$ cat src/rtl/fixed_p_pkg.sv
// Shared definitions for the unsigned fixed-point sequential divider.
// Optional feature macro: FIXED_P_DIV_ROUND_EN (adds one guard step and
// rounds the quotient half-up instead of truncating).
package fixed_p_pkg;

   // Controller states of the divider
   typedef enum logic [1:0] {
      IDLE = 2'd0,
      BUSY = 2'd1,
      DONE = 2'd2
   } div_state_t;

`ifdef FIXED_P_DIV_ROUND_EN
   localparam int DIV_ROUND_STEPS = 1;
`else
   localparam int DIV_ROUND_STEPS = 0;
`endif

   // Number of restoring steps for one divide: one per quotient bit of the
   // (width + fract_width)-bit quotient, plus the guard step when rounding.
   function automatic int div_steps(input int width, input int fract_width);
      return width + fract_width + DIV_ROUND_STEPS;
   endfunction

   // Step counter width; large enough for every step count including the
   // optional guard step.
   function automatic int div_cnt_width(input int width, input int fract_width);
      return $clog2(width + fract_width + 2);
   endfunction

   // Counter width for the default 32-bit, 24-fraction-bit configuration
   localparam int DIV_CNT_W = div_cnt_width(32, 24);

endpackage

$ cat src/rtl/fixed_p_div_step.sv
// One combinational restoring-division step: shift the incoming dividend bit
// into the partial remainder and subtract the divisor when it fits.
module fixed_p_div_step #(
   parameter int width = 32
) (
   input  logic [width-1:0] partial,
   input  logic             in_bit,
   input  logic [width-1:0] divisor,
   output logic [width-1:0] next_partial,
   output logic             q_bit
);

   // The shifted partial can exceed width bits before the subtraction, so the
   // trial value carries one extra bit; the result always fits back in width.
   logic [width:0] trial;
   logic [width:0] diff;

   assign trial = {partial, in_bit};
   assign diff  = trial - {1'b0, divisor};

   // Restore (keep the trial) when the divisor does not fit
   always_comb begin
      q_bit        = 1'b0;
      next_partial = trial[width-1:0];
      if (trial >= {1'b0, divisor}) begin
         q_bit        = 1'b1;
         next_partial = diff[width-1:0];
      end
   end

endmodule

$ cat src/rtl/fixed_p_std_div_pipe.sv
// Sequential unsigned fixed-point divider: out_quotient = left / right in the
// width/int_width/fract_width format, one quotient bit per cycle, go/done
// handshake, with remainder, overflow saturation and divide-by-zero flag.
// Optional feature macro: FIXED_P_DIV_ROUND_EN (round half-up via guard step).
module fixed_p_std_div_pipe
   import fixed_p_pkg::*;
#(
   parameter int width       = 32,
   parameter int int_width   = 8,
   parameter int fract_width = 24
) (
   input  logic             clk,
   input  logic             reset,
   input  logic             go,
   input  logic [width-1:0] left,
   input  logic [width-1:0] right,
   output logic [width-1:0] out_quotient,
   output logic [width-1:0] out_remainder,
   output logic             overflow,
   output logic             div_by_zero,
   output logic             done
);

   localparam int N     = width + fract_width;
   localparam int STEPS = div_steps(width, fract_width);
   localparam int CW    = div_cnt_width(width, fract_width);
   localparam logic [CW-1:0] LAST_STEP = CW'(STEPS - 1);

   if (int_width + fract_width != width) begin : g_cfg_check
      $error("fixed_p_std_div_pipe: int_width + fract_width must equal width");
   end

   div_state_t       state;
   logic [CW-1:0]    cnt;
   logic [N-1:0]     dvd_reg;    // dividend (left << fract_width), MSB first
   logic [N-1:0]     quot_reg;   // quotient shift register
   logic [width-1:0] part_reg;   // partial remainder
   logic [width-1:0] div_reg;    // latched divisor

   logic [width-1:0] step_part;
   logic             step_q;

   fixed_p_div_step #(.width(width)) u_step (
      .partial      (part_reg),
      .in_bit       (dvd_reg[N-1]),
      .divisor      (div_reg),
      .next_partial (step_part),
      .q_bit        (step_q)
   );

   // Final result as seen during the last step of BUSY
   logic [N-1:0]     trunc_q;
   logic [width-1:0] fin_rem;
   logic             guard;
   logic [width:0]   rounded;
   logic             fin_ov;

`ifdef FIXED_P_DIV_ROUND_EN
   // The last step only produces the guard bit; the truncated quotient and its
   // remainder are already complete in the registers.
   assign trunc_q = quot_reg;
   assign fin_rem = part_reg;
   assign guard   = step_q;
`else
   // The last step produces the quotient LSB and the final remainder.
   assign trunc_q = {quot_reg[N-2:0], step_q};
   assign fin_rem = step_part;
   assign guard   = 1'b0;
`endif

   assign rounded = {1'b0, trunc_q[width-1:0]} + {{width{1'b0}}, guard};
   // Quotient does not fit when bits above width are set or rounding carries
   // out. A bit already shifted past position N-1 would mean the same thing,
   // so it is folded in as well.
   assign fin_ov  = (|trunc_q[N-1:width]) | rounded[width] | quot_reg[N-1];

   // Controller and datapath: operand latch, restoring steps, step counter
   always_ff @(posedge clk or negedge reset) begin
      if (!reset) begin
         state    <= IDLE;
         cnt      <= '0;
         dvd_reg  <= '0;
         quot_reg <= '0;
         part_reg <= '0;
         div_reg  <= '0;
      end else begin
         case (state)
            IDLE: begin
               if (go) begin
                  div_reg  <= right;
                  dvd_reg  <= {left, {fract_width{1'b0}}};
                  quot_reg <= '0;
                  part_reg <= '0;
                  cnt      <= '0;
                  state    <= (right == '0) ? DONE : BUSY;
               end
            end
            BUSY: begin
               part_reg <= step_part;
               quot_reg <= {quot_reg[N-2:0], step_q};
               dvd_reg  <= {dvd_reg[N-2:0], 1'b0};
               cnt      <= cnt + CW'(1);
               if (cnt == LAST_STEP) begin
                  state <= DONE;
               end
            end
            DONE: begin
               cnt   <= '0;
               state <= IDLE;
            end
            default: state <= IDLE;
         endcase
      end
   end

   // Result registers: written only on entry to DONE, held otherwise
   always_ff @(posedge clk or negedge reset) begin
      if (!reset) begin
         out_quotient  <= '0;
         out_remainder <= '0;
         overflow      <= 1'b0;
         div_by_zero   <= 1'b0;
         done          <= 1'b0;
      end else begin
         done <= 1'b0;
         if (state == IDLE && go && right == '0) begin
            out_quotient  <= '1;
            out_remainder <= left;
            overflow      <= 1'b0;
            div_by_zero   <= 1'b1;
            done          <= 1'b1;
         end else if (state == BUSY && cnt == LAST_STEP) begin
            out_quotient  <= fin_ov ? {width{1'b1}} : rounded[width-1:0];
            out_remainder <= fin_rem;
            overflow      <= fin_ov;
            div_by_zero   <= 1'b0;
            done          <= 1'b1;
         end
      end
   end

endmodule

$ cat config.mk
export PLATFORM = sky130hd
export DESIGN_NAME = fixed_p_std_div_pipe
export DESIGN_NICKNAME = d
export VERILOG_FILES = /design/src/rtl/fixed_p_pkg.sv /design/src/rtl/fixed_p_div_step.sv /design/src/rtl/fixed_p_std_div_pipe.sv
export SDC_FILE = /design/constraint.sdc
export NUM_CORES = 1
export LEC_CHECK = 0
export ABC_AREA = 1
export BUFFER_PORTS_ARGS = -buffer_cell sky130_fd_sc_hd__clkbuf_2
export CAP_MARGIN = 20
export CORE_AREA = 2 2 172 140
export DETAILED_ROUTE_END_ITERATION = 12
export DIE_AREA = 0 0 174 142
export PLACE_DENSITY = 0.8
export REMOVE_ABC_BUFFERS = 1
export SETUP_SLACK_MARGIN = 0.5
export SYNTH_ARGS = -nofsm -noshare
export SYNTH_HDL_FRONTEND = slang
export SYNTH_SLANG_ARGS = --single-unit
$ cat constraint.sdc
create_clock -name clk -period 2.7 [get_ports clk]
set_input_delay 0 -clock clk [delete_from_list [all_inputs] [get_ports clk]]
set_output_delay 0 -clock clk [all_outputs]
set_load 0.01 [all_outputs]
==> impl_metrics.json <==
{
  "row_count": 50,
  "routed_wl_um": 40800,
  "gp_congestion": 0.982,
  "fin_crit_sh": 0.855,
  "p_sw_frac": 0.481,
  "seq_power_share": 0.207,
  "die_area_sq_um": 24700,
  "htreeDepth": 1,
  "power-per-cell-area_nw_per_um2": 1550,
  "fillers": 1593,
  "min_path_type": "input pin to asynchronous set/reset pin",
  "fin_tns_setup_ns": 0,
  "syn_to_final_growth_pct": 36.9,
  "grt_pass1_wl_um": 60100,
  "clkLatencyLatePin_ns": 0.54,
  "avgSynthCellArea_sq_um": 7.50,
  "rsz0062_at_grt": "yes",
  "synthCells": 1666,
  "viasPerCell": 5.60,
  "synth_top_area_cell": "dfrtp_1",
  "switching_power_mw": 12.8,
  "layout_setup_ws_ns": 0.391,
  "fin_crit_ns": 2.31,
  "cpMostUsedCell": "nand2_1",
  "power.leakage_nw": 8.54,
  "finalHoldViolations": 0,
  "grt_pass1_vias": 11683,
  "synth.distinct_cells": 37,
  "finalSetupViolations": 0,
  "synth_top_cell_area_share": 0.455,
  "synth_seq_area_share": 0.455,
  "worst-setup-path-type": "flop to flop",
  "place_ws_ns": 0.0863,
  "fmax_mhz": 433,
  "cts_buffers": 23,
  "drive_above_1_share": 0.286,
  "crit_family": "simple AND/OR/NAND/NOR gates",
  "synth_area_leaders": "dfrtp_1, nand2_1, inv_1",
  "p_int_mw": 13.8,
  "drc": 0,
  "wl_per_cell_um": 18.2,
  "core_sq_um": 23000,
  "relSlewSlack": 0.507,
  "slew_violations": 0,
  "end_kind": "flop",
  "cp_slowest_cell": "dfrtp_1",
  "dpl_cell_area_sq_um": 13600,
  "antenna_found_initial": 2,
  "pwr-share-comb": 0.660,
  "clk_pin_slew_ns": 0.07,
  "synth_area_sq_um": 12500,
  "start_util": 0.543,
  "vdd_drop_max_uv": 680,
  "cp_cell_sequence": "ha_4 > a21o_1 > nand2_1 > nand2_1 > a21oi_2 > nand2_2 > nor2_4 > buf_12 > nand2_8 > buf_8 > nand2_1 > nand3_2 > nand3_2 > nand2_1",
  "cts_buffer_depth": 3,
  "top_layer": "met4",
  "worst_pin_slew_ns": 0.739,
  "hpwlAfterDp_um": 24800,
  "ioPinCount": 134,
  "numClockSinks": 227,
  "wl_met3_um": 4320,
  "grt_max_degree": 91,
  "die_w_um": 174,
  "multiInputGateArea_sq_um": 6840,
  "ys_ff_latch": 227,
  "worstPathArrival_ns": 2.73,
  "status": "completed",
  "cts_tree": "yes",
  "slowest_delay_ns": 0.41,
  "io_buffer_count": 133,
  "startpoint_type": "flop",
  "cp_num_buf_inv": 2,
  "largest_reg_flops": 56,
  "grt-ovfl-total": 0,
  "route.met2.wl_um": 18700,
  "drt_first_pass_iters": 8,
  "cap_violations": 0,
  "cp_max_fo": 6,
  "final_net_count": 2016,
  "clockRootBuffer": "clkbuf_16",
  "via_count": 12578,
  "gr-usage-all-layers": 0.301,
  "register_area_sq_um": 5690,
  "postRouteAntennaNets": 0,
  "clkPwrFrac": 0.133,
  "drt-met1-wl_um": 16800,
  "synth_warnings": 0,
  "finClkSkew_ns": 0.0164,
  "drt-initial-drc-count": 1343,
  "fin_area_sq_um": 17100,
  "die_y_um": 142,
  "crit_required_ns": 3.12
}
cells in the final DEF, fill, tap and decap left out, drive strengths merged:
cell,Yosys,layout
and2,14,14
xnor2,1,1
a21o,2,2
fa,1,1
nor3,13,13
buf,36,86
o21ai,74,74
inv,268,268
o31ai,2,2
ha,33,33
nand3,128,128
clkinv,0,4
nand2,536,536
dfrtp,227,227
diode,0,2
nor4,12,12
dlygate4sd3,0,70
clkbuf,34,168
o211ai,31,31
bufinv,0,4
a22o,1,1
or2,1,1
o22ai,57,57
clkinvlp,0,4
nand4,8,8
nand3b,39,39
xor2,13,13
a21oi,54,54
nor2,81,81
routing by layer:
layer | GRT usage | vias up
met3 | 0.0660 | 96
met4 | 0.0650 | 0
met1 | 0.424 | 5998
met2 | 0.482 | 671
li1 | - | 5813
met5 | 0 | -
synth_stat cells:
cell type / n
nand2_1: 525
inv_1: 262
dfrtp_1: 227
nand3_1: 127
nor2_1: 72
o21ai_0: 70
o22ai_1: 57
a21oi_1: 54
nand3b_1: 39
clkbuf_1: 34
ha_1: 33
o211ai_1: 31
buf_2: 19
and2_1: 14
xor2_1: 13
nor4_1: 12
nor3_1: 11
nand2_2: 9
nand4_1: 8
buf_1: 7
nor2_2: 7
buf_6: 6
inv_2: 6
buf_4: 4
o21ai_2: 3
a21o_1: 2
nand2_4: 2
nor2_4: 2
o31ai_1: 2
a22o_1: 1
fa_1: 1
nand3_2: 1
nor3_2: 1
nor3_4: 1
o21ai_1: 1
or2_2: 1
xnor2_1: 1
layout make-up:
type	count	share of cell area
multi-input cells	1101	0.400
clock buffers	30	0.0381
repair buffers	294	0.136
clock inverters	12	0.0108
well taps	312	0.0228
inverters	268	0.0589
flip-flops and latches	227	0.333
diodes	2	0.000293
kinds of logic after synthesis:
logic type                 Yosys count  share of synthesized area
AOI/OAI and AO/OA                  221                      0.102
xor gates and xnor gates            14                    0.00981
adders and majority gates           34                     0.0347
buffers and inverters              338                      0.108
DFF                                227                      0.455
and+or+nand+nor                    832                      0.290
stage by stage:
stage	hold WS [ns]	cells	util	power, mW
2_1_floorplan	-0.296	1596	-	13.7
3_3_place_gp	0.0404	2078	0.590	16.9
3_5_place_dp	0.0475	2078	0.590	17.1
4_1_cts	0.0946	2198	0.681	22.1
5_1_grt	0.123	2246	0.743	28.2
6_report	0.0479	2246	0.743	26.5
worst reg2reg max path, stage by stage (launching register included):
cell and delay [ns]:
dfrtp_1 0.41, ha_4 0.28, a21o_1 0.21, nand2_1 0.08, nand2_1 0.08, a21oi_2 0.16
nand2_2 0.08, nor2_4 0.12, buf_12 0.15, nand2_8 0.10, buf_8 0.17, nand2_1 0.12
nand3_2 0.10, nand3_2 0.09, nand2_1 0.04
what timing repair did:
item	CTS	global route
endpoints found under the setup margin	66	67
resized for setup	75	254
endpoints found under the hold margin	184	0
setup buffers	8	38
gates cloned	0	8
hold buffers	70	0
pin swaps	13	62
power groups by stage:
stage	clock network, mW	logic, mW	registers (mW)
after CTS	3.57	13.1	5.41
final	3.54	17.5	5.49
after global routing	3.72	18.8	5.60
after floorplan	0	8.44	5.26
after global placement	0	11.6	5.31
after detailed placement	0	11.8	5.35
final timing paths:
check / start / slack [ns] / cells after the start / end
max: part_reg[29] / 0.39 / 14 / out_remainder[7]
min: reset / 0.05 / 2 / out_remainder[11]
max reg2reg: part_reg[29] / 0.39 / 14 / out_remainder[7]
min reg2reg: out_remainder[8] / 0.48 / 2 / out_remainder[8]
max in group asynchronous: reset / 1.72 / 3 / part_reg[23]
min in group clk: right[16] / 0.25 / 4 / div_reg[16]
(Power assumes the default switching activity.)
